## config.mk

```make
export PLATFORM = sky130hd
export DESIGN_NAME = move_button_conditioner
export DESIGN_NICKNAME = d
export VERILOG_FILES = /design/src/rtl/ee354_2048_pkg.sv /design/src/rtl/button_debouncer.sv /design/src/rtl/move_button_conditioner.sv
export SDC_FILE = /design/constraint.sdc
export NUM_CORES = 1
export LEC_CHECK = 0
export CORE_ASPECT_RATIO = 2
export CORE_UTILIZATION = 45
export CTS_CLUSTER_SIZE = 12
export DETAILED_ROUTE_END_ITERATION = 16
export GPL_TIMING_DRIVEN = 0
export PLACE_DENSITY = 0.6
export SLEW_MARGIN = 20
export SYNTH_ARGS = -nofsm -noshare
export SYNTH_HDL_FRONTEND = slang
export SYNTH_SLANG_ARGS = --single-unit
```

## constraint.sdc

```tcl
create_clock -name Clk -period 2.46 [get_ports Clk]
set_clock_uncertainty 0.2 [all_clocks]
set_input_delay 0.369 -clock Clk [delete_from_list [all_inputs] [get_ports Clk]]
set_output_delay 0.369 -clock Clk [all_outputs]
set_load 0.03 [all_outputs]
```

## src/rtl/ee354_2048_pkg.sv

```systemverilog
// ee354_2048_pkg: direction indices, one-hot move codes and conditioner FSM states
// shared by the move button conditioner and the 2048 game FSM.
package ee354_2048_pkg;
    localparam int DIR_UP    = 0;
    localparam int DIR_DOWN  = 1;
    localparam int DIR_LEFT  = 2;
    localparam int DIR_RIGHT = 3;
    localparam logic [3:0] MOVE_NONE  = 4'b0000;
    localparam logic [3:0] MOVE_UP    = 4'b0001;
    localparam logic [3:0] MOVE_DOWN  = 4'b0010;
    localparam logic [3:0] MOVE_LEFT  = 4'b0100;
    localparam logic [3:0] MOVE_RIGHT = 4'b1000;
    localparam logic [1:0] ST_IDLE  = 2'd0;
    localparam logic [1:0] ST_PULSE = 2'd1;
    localparam logic [1:0] ST_HOLD  = 2'd2;
    function automatic logic [3:0] pick_move(input logic [3:0] p);
        return p[DIR_UP]    ? MOVE_UP    :
               p[DIR_DOWN]  ? MOVE_DOWN  :
               p[DIR_LEFT]  ? MOVE_LEFT  :
               p[DIR_RIGHT] ? MOVE_RIGHT : MOVE_NONE;
    endfunction
endpackage

```

## src/rtl/button_debouncer.sv

```systemverilog
// button_debouncer: 2-flop synchroniser, consecutive-cycle debounce counter,
// stable level and one-cycle rising-edge press of the debounced level.
module button_debouncer #(
    parameter int DEBOUNCE_CYCLES = 250000,
    parameter int CNT_W           = 18
) (
    input  logic Clk,
    input  logic Reset,
    input  logic i_btn,
    output logic o_stable,
    output logic o_press
);
    logic             r_meta;
    logic             r_sync;
    logic             r_stable;
    logic             r_stable_d;
    logic [CNT_W-1:0] r_cnt;
    always_ff @(posedge Clk) begin
        if (Reset) begin
            r_meta     <= 1'b0;
            r_sync     <= 1'b0;
            r_stable   <= 1'b0;
            r_stable_d <= 1'b0;
            r_cnt      <= '0;
        end else begin
            r_meta     <= i_btn;
            r_sync     <= r_meta;
            r_stable_d <= r_stable;
            if (r_sync == r_stable)
                r_cnt <= '0;
            else if (r_cnt == CNT_W'(DEBOUNCE_CYCLES - 1)) begin
                r_stable <= r_sync;
                r_cnt    <= '0;
            end else
                r_cnt <= r_cnt + CNT_W'(1);
        end
    end
    assign o_stable = r_stable;
    assign o_press  = r_stable & ~r_stable_d;
endmodule

```

## src/rtl/move_button_conditioner.sv

```systemverilog
// move_button_conditioner: debounces four move buttons and issues one prioritised,
// one-cycle move pulse per press, then holds off until every button is released.
module move_button_conditioner
    import ee354_2048_pkg::*;
#(
    parameter int DEBOUNCE_CYCLES = 250000,
    parameter int CNT_W           = 18
) (
    input  logic Clk,
    input  logic Reset,
    input  logic btn_up,
    input  logic btn_down,
    input  logic btn_left,
    input  logic btn_right,
    input  logic enable,
    output logic up,
    output logic down,
    output logic left,
    output logic right,
    output logic busy
);
    logic [3:0] w_btn;
    logic [3:0] w_stable;
    logic [3:0] w_press;
    logic [1:0] r_state;
    logic [1:0] w_next_state;
    logic [3:0] r_move;
    logic [3:0] w_next_move;
    assign w_btn = {btn_right, btn_left, btn_down, btn_up};
    for (genvar i = 0; i < 4; i++) begin : g_db
        button_debouncer #(
            .DEBOUNCE_CYCLES(DEBOUNCE_CYCLES),
            .CNT_W(CNT_W)
        ) u_db (
            .Clk(Clk),
            .Reset(Reset),
            .i_btn(w_btn[i]),
            .o_stable(w_stable[i]),
            .o_press(w_press[i])
        );
    end
    always_ff @(posedge Clk) begin
        if (Reset) begin
            r_state <= ST_IDLE;
            r_move  <= MOVE_NONE;
        end else begin
            r_state <= w_next_state;
            r_move  <= w_next_move;
        end
    end
    always_comb begin
        w_next_state = (r_state == ST_IDLE)  ? ((enable && |w_press) ? ST_PULSE : ST_IDLE) :
                       (r_state == ST_PULSE) ? ST_HOLD :
                       (|w_stable)           ? ST_HOLD : ST_IDLE;
    end
    // Presses outside IDLE or with enable low are dropped, not queued.
    always_comb begin
        w_next_move = (r_state == ST_IDLE && enable) ? pick_move(w_press) : MOVE_NONE;
    end
    assign up    = r_move[DIR_UP];
    assign down  = r_move[DIR_DOWN];
    assign left  = r_move[DIR_LEFT];
    assign right = r_move[DIR_RIGHT];
    assign busy  = (r_state == ST_PULSE) || (r_state == ST_HOLD);
endmodule

```

== Word-level counts from Yosys, hierarchy flattened ==
Index checks and enable logic that the tools add are counted.
Cells by class
  magnitude comparators: 0
  eq/ne operators: 10
  shifts and indexed selects: 0
  mux-type cells: 8
  bitwise operators: 13
  $add $sub $neg: 4
  reduce and logical (&&, ||, !) cells: 18
  $mul: 0
  divide/modulo/power cells: 0
Operators by type and width (count)
  18-bit by 1-bit adder with 18-bit output (second input constant): 4
  18-bit equality test (second input constant): 4
  3-bit OR reduction: 5
  4-bit OR reduction: 3
  1-bit NOT: 9
  2-bit 2-to-1 mux: 4
  2-bit AND reduction: 4
  5-bit OR reduction: 1
  1-bit AND: 4
  1-bit equality test: 4
  4-bit 2-to-1 mux: 1
  3-bit 2-to-1 mux: 1
  2-bit by 1-bit equality test with 1-bit output (second input constant): 1
  2-bit equality test (second input constant): 1
  1-bit logical AND: 2
  2-bit logical NOT: 1
  1-bit 2-to-1 mux: 2
  2-bit OR reduction: 1
  1-bit logical OR: 1
Word-level totals
  register bits after elaboration: 94
  output and inout bits: 5
  memories kept: 0
  input bits: 7
  memory bits (read-only): 0
  word-level logic and storage cells: 78
  RAM bits: 0
  bits in latches: 0

== Logic depth before layout (Yosys ltp) ==
  depth in word-level cells: 6
  depth in mapped cells: 6
  mapped depth without buffers: 5

== Hierarchy ==
Synthesis repeated with hierarchy kept, for this count alone.
Unflattened totals
  cells, all modules: 438
  area, all modules: 4126.5 µm²
By module, submodules not included
  button_debouncer: instances 4, cells an instance 104, area each 969.7 µm², sequential area each 440.4 µm²
  move_button_conditioner: instances 1, cells an instance 22, area each 247.7 µm², sequential area each 120.1 µm²

== Worst setup path after synthesis ==
OpenSTA, ideal clock, no wires.
  kind: register to register
  from: reg g_db[0].u_db.r_cnt[0]
  to: reg g_db[0].u_db.r_cnt[2]
  arrival time: 1.614 ns
  library setup time: 0.115 ns
  data required time: 2.145 ns
  slack: 0.531 ns
  path buffers: 2
  period minus slack after synthesis: 1.929 ns
  stages on the path, launching flop included: 7
  cell sequence: dfxtp_1 > ha_1 > clkbuf_1 > nand3_1 > o41ai_4 > buf_6 > nor2_2
Between the ends
  cells in the longest elaborated chain, start to end: 2
  elaborated cells on any way between the ends: 3
  classes of those cells: add/sub: 1; eq/ne: 1; reduce/logical: 1
RTL lines
  start: declaration: RTL line button_debouncer.sv:17  | logic [CNT_W-1:0] r_cnt;
  start signal: assignment: RTL line button_debouncer.sv:35  | r_cnt <= r_cnt + CNT_W'(1);
  branches (longest 2 deep; another with 18-bit by 1-bit adder with 18-bit output)
Several ways; the timed one is not identified.
A chain may end at the register's enable or synchronous reset.

== Final worst setup path ==
  from: reg r_state[0]
  to: out busy
Between the ends
  cells in the longest elaborated chain, start to end: 2
  elaborated cells on any way between the ends: 3
  classes of those cells: eq/ne: 2; reduce/logical: 1
RTL lines
  start: declaration: RTL line move_button_conditioner.sv:25  | logic [1:0] r_state;
  start signal: assignment: RTL line move_button_conditioner.sv:47  | r_state <= w_next_state;
  2-bit by 1-bit equality test with 1-bit output / 2-bit equality test (equally long branches): RTL line move_button_conditioner.sv:64  | assign busy = (r_state == ST_PULSE) || (r_state == ST_HOLD);
  1-bit logical OR (*): RTL line move_button_conditioner.sv:64
  end: declaration: RTL line move_button_conditioner.sv:20  | output logic busy
Every way passes the cells marked *; elsewhere a longest branch is shown, timed or not.

==> results.sh <==
export IMPL_reg2reg_to="g_db[2].u_db.r_cnt[11]$_SDFF_PP0_"
export IMPL_r2r_slack_ps=210
export IMPL_power_mw=2.965
export IMPL_finalNonFillerCells=576
export IMPL_io_pin_count=12
export IMPL_crit_path_max_fanout=2
export IMPL_drive_above_1_share_pct=11.81
export IMPL_grt_usage_pct=17.70
export IMPL_finalSetupTns_ps=0
export IMPL_hpwl_um=5707
export IMPL_synthAdderAreaFrac_pct=1.805
export IMPL_crit_path_end_kind="output pin"
export IMPL_setup_ws_ps=193.5
export IMPL_rsz0062_at_grt="false"
export IMPL_yosysWarnings=0
export IMPL_drt_iter0_drc=138
export IMPL_diodes=0
export IMPL_grt_overflow_total=0
export IMPL_worstRegToRegCells=5
export IMPL_synth_xor_area_share_pct=12.42
export IMPL_yosysSeqAreaShare_pct=45.25
export IMPL_cts_max_level=3
export IMPL_setup_viol=0
export IMPL_fp_row_count=49
export IMPL_swShare_pct=20.26
export IMPL_p_int_mw=2.364
export IMPL_syn_num_nets=460
export IMPL_worstHoldStart="g_db[3].u_db.r_meta$_SDFF_PP0_"
export IMPL_core_area_um2=8951
export IMPL_die_w_um=69.98
export IMPL_sequentialPowerShare_pct=51.7
export IMPL_post_drt_wl_per_cell_um=13.55
export IMPL_detail_route_first_pass_iterations=4
export IMPL_drv_slew=0
export IMPL_cts_sinks=94
export IMPL_p_clk_share_pct=46.6
export IMPL_synth_cell_types=38
export IMPL_p_switching_mw=0.6007
export IMPL_root_buffer="clkbuf_16"
export IMPL_synth_cells=447
export IMPL_synth_compound_area_share_pct=5.385
export IMPL_die_area_um2=9654
export IMPL_synth_area_leaders="dfxtp_1, xnor2_1, nor2_1"
export IMPL_start_util_pct=46.46
export IMPL_clk_pin_slew_worst_paths_ps=60
export IMPL_die_y_um=138.0
export IMPL_power_density_nw_per_um2=630.5
export IMPL_synth_simple_gate_area_share_pct=31.08
export IMPL_r2r_start="g_db[2].u_db.r_cnt[0]$_SDFF_PP0_"
export IMPL_p_leak_nw=1.406
export IMPL_drc=0
export IMPL_fillers=863
export IMPL_ant_nets=0
export IMPL_comb_power_share_pct=1.7
export IMPL_grt_first_pass_wirelength_um=13630
export IMPL_slew_headroom_pct=60.88
export IMPL_synth_top_cell_area_share_pct=45.25
export IMPL_syn_area_um2=4159
export IMPL_cp_arrival_ps=1700
export IMPL_hold_viol=0
export IMPL_synth_avg_cell_area_um2=9.304
export IMPL_ir_drop_mv=0.3742
export IMPL_synth_seq_cells=94
export IMPL_synth_mux_area_share_pct=1.083
export IMPL_place_ws_ps=138.3
export IMPL_wirelength_um=7807
export IMPL_place_inst=560
export IMPL_synth_top_family_by_area="simple AND/OR/NAND/NOR gates"
export IMPL_synth_largest_area_cell="dfxtp_1"
export IMPL_clk_path_buf_depth=2
export IMPL_cts_tree="done"
export IMPL_finalCritPeriodShare_pct=92.14
export IMPL_viasPerCell=5.403
export IMPL_vias=3112
export IMPL_drv_cap=0
export IMPL_cp_required_ps=1890
export IMPL_worstHoldPathCells=1
export IMPL_numPortBuffers=11
export IMPL_worstMarginPinSlew_ps=584.8
export IMPL_grt_pass1_vias=3028
export IMPL_grt_antenna_before_repair=0
export IMPL_area_growth_pct=13.06
export IMPL_start_kind="register"
export IMPL_gp_congestion=0.7787
export IMPL_grt_start_max_net_pins=16
export IMPL_cts_resized=0
export IMPL_placed_area_um2=4397
export IMPL_fin_nets=483
export IMPL_crit_type="register to output pin"
export IMPL_fin_area_um2=4702
export IMPL_cts_buffers=9
export IMPL_period_needed_ps=2267
export IMPL_clk_latency_ps=340
export IMPL_status="finished, final reports clean"
export IMPL_holdPathEnd="g_db[3].u_db.r_sync$_SDFF_PP0_"
export IMPL_worst_hold_path_type="register to register"
export IMPL_fmax_ghz=0.4412
-- area by class of cell --
type	count	area [um^2]	area share, %
clock buffers	10	239.0	5.082
well taps	102	127.6	2.714
inverters	10	37.54	0.7983
clock inverters	5	58.81	1.251
multi-input cells	329	2153	45.80
flip-flops and latches	94	1882	40.02
repair buffers	12	117.6	2.501
plain buffers	14	86.33	1.836
-- state kept, by name, indices dropped and copies added, names as in the netlist --
signal / count
g_db.u_db.o_stable: 4
g_db.u_db.r_sync: 4
g_db.u_db.r_meta: 4
g_db.u_db.r_cnt: 72
r_state: 2
r_move: 4
g_db.u_db.r_stable_d: 4
-- worst max path at each step --
stage                                           startpoint                                 to  cells after the start
after floorplan           g_db[0].u_db.r_cnt[0]$_SDFF_PP0_   g_db[0].u_db.r_cnt[2]$_SDFF_PP0_                      6
after global placement                               Reset  g_db[1].u_db.r_cnt[14]$_SDFF_PP0_                      6
after detailed placement  g_db[0].u_db.r_cnt[0]$_SDFF_PP0_   g_db[0].u_db.r_cnt[7]$_SDFF_PP0_                      6
after CTS                 g_db[0].u_db.r_cnt[0]$_SDFF_PP0_   g_db[0].u_db.r_cnt[7]$_SDFF_PP0_                      6
after global routing      g_db[2].u_db.r_cnt[0]$_SDFF_PP0_  g_db[2].u_db.r_cnt[11]$_SDFF_PP0_                      5
final                                r_state[0]$_SDFF_PP0_                               busy                      3
-- cell usage in the layout, fill, tap and decap left out, types with 11 or more instances in the layout --
master           instances
nor2b_1                 17
nor3_1                  14
clkdlybuf4s50_1         11
nor4_1                  18
dfxtp_1                 94
nor2_1                  56
xor2_1                  23
xnor2_1                 36
nor2_2                  20
nand2_1                 22
nand4_1                 21
nand3_1                 30
-- cells in the mapped netlist (all sizes together) --
cell type,n
inv,10
mux2,4
a41oi,1
nand2,22
nand2b,5
buf,7
o41ai,4
nand3b,1
nand4,23
ha,6
nor3b,1
nor2b,17
and2,3
nor4,19
nor3,14
xor2,23
and3,3
or2,2
nor2,76
dfxtp,94
clkbuf,7
a21oi,9
a211oi,1
o21ai,6
nand3,30
and4,6
or3,6
xnor2,36
o31ai,3
or4,4
nor4b,4
-- power by group through the flow --
stage                     Sequential [mW]  Clock, mW  Combinational (mW)
final                                1.53       1.38              0.0490
after global routing                 1.53       1.48              0.0547
after CTS                            1.53       1.41              0.0500
after detailed placement             1.57          0              0.0496
after global placement               1.57          0              0.0491
after floorplan                      1.57          0              0.0306
-- stage by stage --
stage / hold slack [ps] / util (%)
global placement: 224.5 / 49.12
global route: 263.1 / 52.53
finish: 237.6 / 52.53
floorplan: 213.8 / -
detailed placement: 226.3 / 49.12
CTS: 240.3 / 52.45
-- layer usage --
| metal | routed length [um] | track usage (%) | up-vias |
|---|---|---|---|
| li1 | - | - | 1589 |
| met1 | 3229 | 18.42 | 1486 |
| met2 | 4282 | 34.03 | 26 |
| met3 | 128 | 2.689 | 11 |
| met4 | 167 | 8.444 | 0 |
| met5 | 0 | 0 | - |
-- critical path: stages, from the launching register on --
cell	delay, ps
dfxtp_1	350
inv_1	50
ha_1	290
clkdlybuf4s50_1	670
-- cells by family after synthesis --
kind of cell / after synthesis
and+or+nand+nor: 236
DFF: 94
xor gates and xnor gates: 59
AOI/OAI and AO/OA: 24
buffers and inverters: 24
adders and majority gates: 6
muxes: 4
-- what timing repair did --
item,in CTS,in global routing
setup buffers,0,1
setup endpoints to repair,0,8
hold buffers,0,0
Power figures use the tool's default switching activity.
